==> config.mk <==
export PLATFORM = sky130hd
export DESIGN_NAME = ls198_seq_flat
export DESIGN_NICKNAME = d
export VERILOG_FILES = /design/src/rtl/ls198_seq_if.sv /design/src/rtl/ls198_seq.sv /design/src/flat_wrapper.sv
export SDC_FILE = /design/constraint.sdc
export NUM_CORES = 1
export LEC_CHECK = 0
export CAP_MARGIN = 20
export CORE_MARGIN = 2
export CORE_UTILIZATION = 60
export CTS_CLUSTER_SIZE = 28
export DETAILED_ROUTE_END_ITERATION = 7
export DONT_BUFFER_PORTS = 1
export PLACE_DENSITY = 0.85
export SLEW_MARGIN = 15
export SYNTH_ARGS = -nofsm -noshare
export SYNTH_HDL_FRONTEND = slang
export SYNTH_SLANG_ARGS = --single-unit
==> constraint.sdc <==
create_clock -name CP -period 4.3 [get_ports CP]
set_input_delay 0.215 -clock CP [delete_from_list [all_inputs] [get_ports CP]]
set_output_delay 0.215 -clock CP [all_outputs]
set_load 0.05 [all_outputs]
==> src/rtl/ls198_seq_if.sv <==
// ls198_seq_if: command handshake plus LS198 control/feedback lines for ls198_seq.
`default_nettype none

interface ls198_seq_if;
    logic       start;
    logic [1:0] op;
    logic       dir;
    logic       fill;
    logic [3:0] count;
    logic [7:0] data;
    logic [7:0] Q;
    logic [1:0] S;
    logic       SR;
    logic       SL;
    logic [7:0] D;
    logic       busy;
    logic       done;

    modport master (
        output start, op, dir, fill, count, data, Q,
        input  S, SR, SL, D, busy, done
    );

    modport slave (
        input  start, op, dir, fill, count, data, Q,
        output S, SR, SL, D, busy, done
    );
endinterface

`default_nettype wire

==> src/rtl/ls198_seq.sv <==
// ls198_seq: one-command-at-a-time sequencer driving an LS198 shift register
// (load / shift right / shift left / rotate) with an optional per-step divider.
`default_nettype none

module ls198_seq #(
    parameter int STEP_DIV = 1
) (
    input  logic        CP,
    input  logic        CR,
    ls198_seq_if.slave  bus
);

    localparam logic [1:0] OP_LOAD = 2'b00;
    localparam logic [1:0] OP_SHR  = 2'b01;
    localparam logic [1:0] OP_SHL  = 2'b10;
    localparam logic [1:0] OP_ROT  = 2'b11;

    localparam logic [1:0] MODE_HOLD  = 2'b00;
    localparam logic [1:0] MODE_RIGHT = 2'b01;
    localparam logic [1:0] MODE_LEFT  = 2'b10;
    localparam logic [1:0] MODE_LOAD  = 2'b11;

    localparam int GAP_W = (STEP_DIV > 2) ? $clog2(STEP_DIV - 1) : 1;
    localparam logic [GAP_W-1:0] GAP_INIT = (STEP_DIV > 1) ? GAP_W'(STEP_DIV - 2) : '0;

    typedef enum logic [1:0] {
        IDLE = 2'b00,
        LOAD = 2'b01,
        STEP = 2'b10,
        GAP  = 2'b11
    } state_t;

    state_t           state;
    logic [1:0]       mode;
    logic [1:0]       step_mode;
    logic [7:0]       d_reg;
    logic             busy_reg;
    logic             done_reg;
    logic [1:0]       op_l;
    logic             dir_l;
    logic             fill_l;
    logic [3:0]       steps;
    logic [GAP_W-1:0] gap_cnt;
    logic             sr;
    logic             sl;
    logic             unused_q;

    always_ff @(posedge CP or posedge CR) begin
        if (CR) begin
            state     <= IDLE;
            mode      <= MODE_HOLD;
            step_mode <= MODE_HOLD;
            d_reg     <= 8'h00;
            busy_reg  <= 1'b0;
            done_reg  <= 1'b0;
            op_l      <= OP_LOAD;
            dir_l     <= 1'b0;
            fill_l    <= 1'b0;
            steps     <= 4'd0;
            gap_cnt   <= '0;
        end else begin
            done_reg <= 1'b0;
            case (state)
                IDLE: begin
                    if (bus.start) begin
                        op_l   <= bus.op;
                        dir_l  <= bus.dir;
                        fill_l <= bus.fill;
                        if (bus.op == OP_LOAD) begin
                            state    <= LOAD;
                            mode     <= MODE_LOAD;
                            d_reg    <= bus.data;
                            busy_reg <= 1'b1;
                        end else if (bus.count == 4'd0) begin
                            done_reg <= 1'b1;
                        end else begin
                            // Rotate shares the shift-right/left modes; only the serial input differs.
                            if (bus.op == OP_SHR || (bus.op == OP_ROT && !bus.dir)) begin
                                mode      <= MODE_RIGHT;
                                step_mode <= MODE_RIGHT;
                            end else begin
                                mode      <= MODE_LEFT;
                                step_mode <= MODE_LEFT;
                            end
                            state    <= STEP;
                            steps    <= bus.count;
                            busy_reg <= 1'b1;
                        end
                    end
                end
                LOAD: begin
                    state    <= IDLE;
                    mode     <= MODE_HOLD;
                    busy_reg <= 1'b0;
                    done_reg <= 1'b1;
                end
                STEP: begin
                    steps <= steps - 4'd1;
                    if (STEP_DIV > 1) begin
                        state   <= GAP;
                        mode    <= MODE_HOLD;
                        gap_cnt <= GAP_INIT;
                    end else if (steps == 4'd1) begin
                        state    <= IDLE;
                        mode     <= MODE_HOLD;
                        busy_reg <= 1'b0;
                        done_reg <= 1'b1;
                    end
                end
                GAP: begin
                    if (gap_cnt != '0) begin
                        gap_cnt <= gap_cnt - 1'b1;
                    end else if (steps == 4'd0) begin
                        state    <= IDLE;
                        mode     <= MODE_HOLD;
                        busy_reg <= 1'b0;
                        done_reg <= 1'b1;
                    end else begin
                        state <= STEP;
                        mode  <= step_mode;
                    end
                end
                default: begin
                    state    <= IDLE;
                    mode     <= MODE_HOLD;
                    busy_reg <= 1'b0;
                end
            endcase
        end
    end

    // Serial inputs track Q combinationally so each rotate step sees the previous step's result.
    always_comb begin
        sr = 1'b0;
        sl = 1'b0;
        if (busy_reg) begin
            case (op_l)
                OP_SHR, OP_SHL: begin
                    sr = fill_l;
                    sl = fill_l;
                end
                OP_ROT: begin
                    if (dir_l) sl = bus.Q[7];
                    else       sr = bus.Q[0];
                end
                default: begin
                    sr = 1'b0;
                    sl = 1'b0;
                end
            endcase
        end
    end

    assign unused_q = ^bus.Q[6:1];

    assign bus.S    = mode;
    assign bus.SR   = sr;
    assign bus.SL   = sl;
    assign bus.D    = d_reg;
    assign bus.busy = busy_reg;
    assign bus.done = done_reg;

endmodule

`default_nettype wire

==> src/flat_wrapper.sv <==
// flat-port wrapper written by rule: the top's interface ports become plain ports
module ls198_seq_flat 
#(
    parameter int STEP_DIV = 1
)
  (CP, CR, bus_start, bus_op, bus_dir, bus_fill, bus_count, bus_data, bus_Q, bus_S, bus_SR, bus_SL, bus_D, bus_busy, bus_done);
  ls198_seq_if bus_i ();
  input  logic CP;
  input  logic CR;
  input wire logic [$bits(bus_i.start)-1:0] bus_start;
  input wire logic [$bits(bus_i.op)-1:0] bus_op;
  input wire logic [$bits(bus_i.dir)-1:0] bus_dir;
  input wire logic [$bits(bus_i.fill)-1:0] bus_fill;
  input wire logic [$bits(bus_i.count)-1:0] bus_count;
  input wire logic [$bits(bus_i.data)-1:0] bus_data;
  input wire logic [$bits(bus_i.Q)-1:0] bus_Q;
  output wire logic [$bits(bus_i.S)-1:0] bus_S;
  output wire logic [$bits(bus_i.SR)-1:0] bus_SR;
  output wire logic [$bits(bus_i.SL)-1:0] bus_SL;
  output wire logic [$bits(bus_i.D)-1:0] bus_D;
  output wire logic [$bits(bus_i.busy)-1:0] bus_busy;
  output wire logic [$bits(bus_i.done)-1:0] bus_done;
  assign bus_i.start = bus_start;
  assign bus_i.op = bus_op;
  assign bus_i.dir = bus_dir;
  assign bus_i.fill = bus_fill;
  assign bus_i.count = bus_count;
  assign bus_i.data = bus_data;
  assign bus_i.Q = bus_Q;
  assign bus_S = bus_i.S;
  assign bus_SR = bus_i.SR;
  assign bus_SL = bus_i.SL;
  assign bus_D = bus_i.D;
  assign bus_busy = bus_i.busy;
  assign bus_done = bus_i.done;
  ls198_seq #(.STEP_DIV(STEP_DIV)) u_core (.CP(CP), .CR(CR), .bus(bus_i));
endmodule
# After elaboration in Yosys (flattened, before gate mapping)
# Cells that the tools add are included.
dict set report classes {
  bitwise_logic 2
  shifts 0
  n_mul 0
  reduce_logical 15
  muxes 39
  order_cmp 0
  add_sub_neg 2
  div 0
  eq_ne 16
}
# op n
set ops {}
lappend ops {{$mux W2} 12}
lappend ops {{$mux W1} 17}
lappend ops {{$pmux W2 S4} 2}
lappend ops {{$mux W4} 3}
lappend ops {{$reduce_and A4 Y1} 3}
lappend ops {{$eq A2 B2 Y1 const B} 5}
lappend ops {{$logic_not A4 Y1} 2}
lappend ops {{$ne A2 B2 Y1 const B} 4}
lappend ops {{$pmux W1 S4} 2}
lappend ops {{$pmux W4 S2} 1}
lappend ops {{$eq A2 B1 Y1 const B} 3}
lappend ops {{$reduce_and A5 Y1} 1}
lappend ops {{$eq A4 B1 Y1 const B} 1}
lappend ops {{$logic_not A2 Y1} 2}
lappend ops {{$ne A2 B1 Y1 const B} 2}
lappend ops {{$pmux W1 S2} 2}
lappend ops {{$sub A4 B1 Y4 const B} 1}
lappend ops {{$ne A3 B2 Y1 const B} 1}
lappend ops {{$reduce_and A3 Y1} 1}
lappend ops {{$not A1 Y1} 2}
lappend ops {{$reduce_and A2 Y1} 1}
lappend ops {{$reduce_bool A2 Y1} 1}
lappend ops {{$reduce_or A2 Y1} 1}
lappend ops {{$logic_and A1 B1 Y1} 1}
lappend ops {{3 further kinds} 3}
dict set report word_totals {
  latchBits 0
  ram_bits 0
  register_bits 25
  romBits 0
  in_bits 27
  output_inout_bits 14
  elab_cells 85
  mem_count 0
}

# Depth between registers and ports, before layout
# Gate-level depths: netlist (run 1).
dict set report logic_depth {
  ltp_word 8
  depth_mapped 6
  ltp_nobuf 6
}

# Least setup slack after synthesis (run 1)
# No wires, ideal clock.
dict set report synth_path {
  path_type {register -> output}
  start {register u_core.busy_reg (netlist: u_core.bus.busy)}
  end {output port bus_SL}
  t_arrival_ps 1547
  setup_slack_ps 2538
  n_path_buf 0
  path_stages_with_launch 3
  required_ps 4085
  cell_sequence {dfrtp_1 > nand2b_1 > a21oi_1}
}
dict set report synth_between {
  elab_chain_cells 1
}
# item line_no
set synth_lines {}
lappend synth_lines {{from (decl)} ls198_seq.sv:37} ;# logic busy_reg;
lappend synth_lines {{from (signal assigned)} ls198_seq.sv:54} ;# busy_reg <= 1'b0;
lappend synth_lines {{from (signal assigned)} ls198_seq.sv:73} ;# busy_reg <= 1'b1;
lappend synth_lines {{from (signal assigned)} ls198_seq.sv:87} ;# busy_reg <= 1'b1;
lappend synth_lines {{$mux W1} ls198_seq.sv:136} ;# if (busy_reg) begin
lappend synth_lines {{to (decl)} flat_wrapper.sv:19} ;# output wire logic [$bits(bus_i.SL)-1:0] bus_SL;
# Every way passes these cells.

# Worst setup path in the final report (run 1)
dict set report layout_path {
  start {register u_core.busy_reg (netlist: u_core.bus.busy)}
  end {output port bus_SR}
}
dict set report layout_between {
  elab_chain_cells 1
}
# item line_no
set layout_lines {}
lappend layout_lines {{$mux W1} ls198_seq.sv:136}
lappend layout_lines {{to (decl)} flat_wrapper.sv:18} ;# output wire logic [$bits(bus_i.SR)-1:0] bus_SR;
# Every way passes these cells.

==> results.tsv, run 1 <==
metric	value	unit
outcome	complete, no violations	
Critical Path RT	4090	ps
num rows	16	
Cell Int Power	584	uW
gr usage total	0.223	
fillcell total	158	
Critical Path AT	1970	ps
initial antenna violation count	0	
WL/cell	16.1	um
Final Total Pwr	1.10	mW
Hold Slack	20.1	ps
synthesized instance count	119	
Post-Syn Nets	150	
root buf cell	clkbuf_4	
area of the multi-input gates	607	sq um
Hold Startpoint	bus_op[1]	
design area	0.00136	sq mm
Vias	895	
Worst Tran Pin Value	1030	ps
CTS max path bufs	2	
Starting Density	0.640	
DRC	0	
Worst Path Max Fanout	4	
minimum clock period	2180	ps
max-cap viol count	0	
hold crit path type	input port to flip-flop	
top post-synthesis cells by area	dfrtp_1, mux2_2, ha_1	
ys flop type	dfrtp_1	
r2r setup slk	2340	ps
die area	0.00250	sq mm
Post-CTS Repair Setup Buffers	0	
non-filler instance count after layout	148	
H-tree depth reported by CTS	1	
layout cell share with drive strength beyond 1	0.190	
register area share after synthesis	0.473	
GPL Wtd Cong	0.849	
Core Region	0.00198	sq mm
syn_area_per_cell	10.7	sq um
HPWL Detailed	1740	um
pre-CTS setup slack	2480	ps
# port buffers	0	
maximum VDD drop	452	uV
Clk Latency, worst-skew pair	310	ps
headroom to the max-slew limit	0.316	
number of flip-flops in the largest register	8	
Crit Path Class	flip-flop to primary output	
setup tns final	0	ps
Clock Power Share	0.148	
Synth top area share	0.473	
Final Util	0.685	
drt total wl	2380	um
DRT iter0 DRCs	35	
# nets final	153	
Inst Count DP	141	
kind of end point of the critical path	primary output	
top-count cell post-synth	dfrtp_1	
Seq pwr share	0.556	
final hold vios	0	
R2R Path Start	u_core.state[1]	
#FFs+latches synth	24	
# hold bufs at CTS	3	
final setup fails	0	
Cell Area, Synth	0.00127	sq mm
Sw Pwr	514	uW
synth-to-layout area growth	7.00	%
synth unique cells	32	
first-pass detailed-route iteration total	4	
gr ovfl total	0	
height of the die	50.0	um
Async SR Flop Fraction	1.00	
cts bufs inserted	3	
Power Density	809	mW/mm^2
Final Cycle Share	0.507	
start point of the critical path	u_core.bus.busy	
ANT cells	0	
leakage	0.602	nW
Fin Clk Skew	4.09	ps
vias per cell	6.05	
post_cts resized	0	
vias in the first global route	955	
Reg clk slew, reported paths	130	ps
clock sinks	24	
Combinational Power Share	0.296	
switching part of the total	0.468	
CTS tree	yes	
Placed Area	0.00127	sq mm
setup ws final	2120	ps
Die Width	50.0	um
Startpoint Class	flip-flop	
io pins	41	
FF/Latch Area	601	sq um
fmax	459	MHz
Slew Viols, Final	0	
first-pass GRT wire length	4160	um
RSZ-0062 raised after global routing	no	
Yosys warning count	0	
Synth top cells by count	dfrtp_1, mux2_2, nand2_1	
Synth area leader	dfrtp_1	
Final ANT Viol Nets	0	
largest net degree at the start of global routing	25	
Post-synth EDFFs	0	
==> worst paths after layout <==
kind / endpoint / depth (start not counted)
min: u_core.op_l[1] / 2
max: bus_SR / 2
min in group asynchronous: u_core.bus.D[7] / 2
max reg2reg: u_core.state[0] / 3
min reg2reg: u_core.step_mode[1] / 1
max in group asynchronous: u_core.op_l[1] / 2
==> cells by family (layout without fill, tap and decap cells) <==
| kind of cell | count (synthesis) | count (layout) | share of synthesized area |
|---|---|---|---|
| buf+inv | 14 | 16 | 0.0483 |
| simple gates | 32 | 32 | 0.150 |
| fa+ha+maj | 4 | 4 | 0.0394 |
| flops | 24 | 24 | 0.473 |
| compound gates | 28 | 28 | 0.142 |
| mux | 17 | 17 | 0.147 |
==> layout by cell type, fill, tap and decap left out, drive strengths merged, types with 2 or more instances in the layout <==
cell	n
clkbuf	3
dfrtp	24
nor3b	2
inv	9
mux2	13
a22oi	3
nor2	8
a21oi	7
nand3	2
nor2b	3
mux2i	4
o21ai	10
ha	4
nand2b	2
dlygate4sd3	3
nand2	10
a22o	2
==> layout make-up <==
type	instances	area share
clock buffer	3	0.0166
clock inverter	1	0.0221
inverter	9	0.0249
multi-input combinational	81	0.447
sequential	24	0.442
tap	27	0.0249
timing repair buffer	3	0.0221
==> power groups by stage <==
| stage | Clock (mW) | Sequential, mW | Combinational (mW) |
|---|---|---|---|
| floorplan | 0 | 0.574 | 0.299 |
| global placement | 0 | 0.609 | 0.302 |
| detailed placement | 0 | 0.616 | 0.322 |
| CTS | 0.164 | 0.612 | 0.326 |
| global route | 0.174 | 0.630 | 0.367 |
| finish | 0.163 | 0.610 | 0.325 |
==> routing by layer <==
| layer | part of all wire | GRT usage |
|---|---|---|
| met1 | 0.37 | 0.245 |
| met2 | 0.53 | 0.386 |
| met3 | 0.085 | 0.0697 |
| met4 | 0.016 | 0.102 |
| met5 | 0 | 0 |
==> critical path, cell delays in order, from the launching register on <==
cell and delay, ps:
dfrtp_1 710, nand2b_1 130, a21oi_1 810
(Power assumes the default switching activity.)
==> run 2: changes to the inputs <==
Settings changed: ABC_AREA set to 1, CORE_UTILIZATION 60 to 55, PLACE_DENSITY 0.85 to 0.82.
Clock period 4.3 ns to 2 ns, I/O delays scaled along.
==> results.tsv, run 2 <==
metric	value	unit	change
synth unique cells	19		-41%
Slew Viols, Final	0		unchanged
ANT cells	0		unchanged
synth-to-layout area growth	18.2	%	
drt total wl	2850	um	+20%
largest family of logic cells by synthesized area	simple AND/OR/NAND/NOR gates		
syn_area_per_cell	7.67	sq um	-28%
final setup fails	0		unchanged
Final Cycle Share	0.815		
vias in the first global route	1118		+17%
sink of the worst hold path	u_core.dir_l		
Async SR Flop Fraction	1.00		unchanged
Post-CTS Repair Setup Buffers	0		unchanged
Final ANT Viol Nets	0		unchanged
Die Width	52.0	um	+3.9%
fmax	613	MHz	
Compound-Gate Fraction of Synth Area	0.0712		-0.0708
CTS max path bufs	2		unchanged
FF-to-FF path depth	7		+4
Hold Startpoint	bus_start		
RSZ-0062 raised after global routing	no		
cts bufs inserted	3		unchanged
height of the die	52.0	um	+3.9%
# nets final	219		+43%
largest net degree at the start of global routing	25		unchanged
initial antenna violation count	0		unchanged
num rows	17		+1
top post-synthesis cells by area	dfrtp_1, nand2_1, inv_1		
CTS tree	yes		
gr ovfl total	0		unchanged
worst hold path depth	3		+1
layout cell share with drive strength beyond 1	0.118		-0.0718
final hold vios	0		unchanged
WL/cell	13.3	um	-17%
Critical Path AT	1530	ps	-440 ps
first-pass GRT wire length	4760	um	+14%
headroom to the max-slew limit	0.409		+0.0929
Post-synth EDFFs	0		unchanged
first-pass detailed-route iteration total	4		unchanged
clock sinks	24		unchanged
Worst Tran Pin Value	886	ps	-144 ps
Fin Clk Skew	3.40	ps	-0.691 ps
setup tns final	0	ps	unchanged
register area share after synthesis	0.475		+0.00140
Crit Path Class	flip-flop to primary output		
leakage	0.816	nW	+35%
adder-cell area share of the yosys netlist	0.0396		+0.000117
Synth top cells by count	nand2_1, dfrtp_1, inv_1		
#FFs+latches synth	24		unchanged
Vias	1132		+26%
Cell Area, Synth	0.00126	sq mm	-0.30%
Final Total Pwr	2.35	mW	+110%
# port buffers	0		unchanged
Yosys warning count	0		unchanged
gr usage total	0.242		+0.0197
fillcell total	166		+5.1%
kind of end point of the critical path	primary output		
maximum VDD drop	1030	uV	+130%
Critical Path RT	1900	ps	-2190 ps
R2R Path Start	u_core.state[0]		
ys flop type	dfrtp_1		
root buf cell	clkbuf_4		
Startpoint Class	flip-flop		
synthesized instance count	165		+39%
die area	0.00270	sq mm	+8.0%
DRC	0		unchanged
HPWL Detailed	1930	um	+11%
minimum clock period	1630	ps	
Synth top area share	0.475		+0.00140
Power Density	1570	mW/mm^2	+94%
most frequent cells in the layout	nand2_1, dfrtp_1, inv_1, dlygate4sd3_1		
r2r setup slk	710	ps	-1630 ps
Worst R2R End	u_core.bus.D[3]		
Reg clk slew, reported paths	120	ps	about the same
vias per cell	5.29		-13%
GPL Wtd Cong	0.887		+4.5%
top-count cell post-synth	nand2_1		
Clk Latency, worst-skew pair	310	ps	about the same
DRT iter0 DRCs	38		+8.6%
Post-Syn Nets	196		+31%
number of flip-flops in the largest register	8		unchanged
Simple-Gate Fraction of Synth Area	0.340		+0.190
Core Region	0.00219	sq mm	+11%
Starting Density	0.577		-0.0628
Synth area leader	dfrtp_1		
outcome	complete, no violations		
Worst Path Max Fanout	3		-1
hold crit path type	input port to flip-flop		
Post-Synth XOR/XNOR Area	0.00692		+0.00692
max-cap viol count	0		unchanged
io pins	41		unchanged
mux cell area share after synthesis	0		-0.147
H-tree depth reported by CTS	1		unchanged
most common cell after layout, fill and taps aside	nand2_1		
run 2: layer usage:
| layer | vias up | global-route usage | part of all wire |
|---|---|---|---|
| met2 | 51 | 0.430 | 0.52 |
| li1 | 552 | - | - |
| met5 | - | 0 | 0 |
| met3 | 4 | 0.0517 | 0.071 |
| met4 | 0 | 0.101 | 0.012 |
| met1 | 525 | 0.279 | 0.40 |
run 2: how the worst max path moves through the flow:
| stage | end | slack (ps) | from | depth (start not counted) |
|---|---|---|---|---|
| finish | bus_SL | 370 | u_core.op_l[1] | 5 |
| detailed placement | u_core.bus.S[0] | 760 | u_core.state[0] | 8 |
| global route | bus_SL | 270 | u_core.op_l[1] | 5 |
| CTS | bus_SL | 390 | u_core.op_l[1] | 5 |
| floorplan | bus_SL | 370 | u_core.bus.busy | 2 |
| global placement | u_core.bus.busy | 780 | u_core.steps[0] | 7 |
run 2: stage by stage:
step / instance area, sq um / setup slack (ps) / std cells / utilization / hold WS, ps
final: 1500 / 369 / 214 / 0.682 / 15.9
after detailed placement: 1320 / 764 / 196 / 0.604 / 224
after global placement: 1320 / 785 / 196 / 0.604 / 211
after floorplan: 1260 / 369 / 165 / - / 115
after global routing: 1500 / 270 / 214 / 0.682 / 35.5
after CTS: 1500 / 388 / 214 / 0.682 / 0.589
run 2: final cells by class:
cell class	count	area, sq um	share of cell area
multi-input cells	119	579	0.387
clock buffers	3	22.5	0.0151
inverters	22	85.1	0.0569
flip-flops and latches	24	601	0.402
repair buffers	18	173	0.115
well taps	28	35.0	0.0234
run 2: what timing repair did:
item                                   in CTS  in global routing
gates resized for setup                     0                  0
endpoints found under the hold margin      39                  0
hold buffers                               15                  0
run 2: critical path, stage by stage, from the launching register on:
cell,delay (ps)
dfrtp_1,420
inv_1,60
ha_1,260
nand2_1,70
a21oi_1,180
buf_4,230
run 2: kinds of logic (layout without fill, tap and decap cells):
kind of cell / Yosys count / in the layout
XOR/XNOR: 1 / 1
AND/OR/NAND/NOR: 96 / 96
adder cells (fa/ha/maj): 4 / 4
flip-flops: 24 / 24
AO/OA/AOI/OAI: 18 / 18
buffers and inverters: 22 / 43
run 2: power breakdown:
part / switching (mW) / leakage [nW] / internal (mW)
sequential: 0.526 / 0.300 / 0.700
combinational: 0.581 / 0.502 / 0.328
clock: 0.141 / 0.0138 / 0.0706
total: 1.25 / 0.816 / 1.10
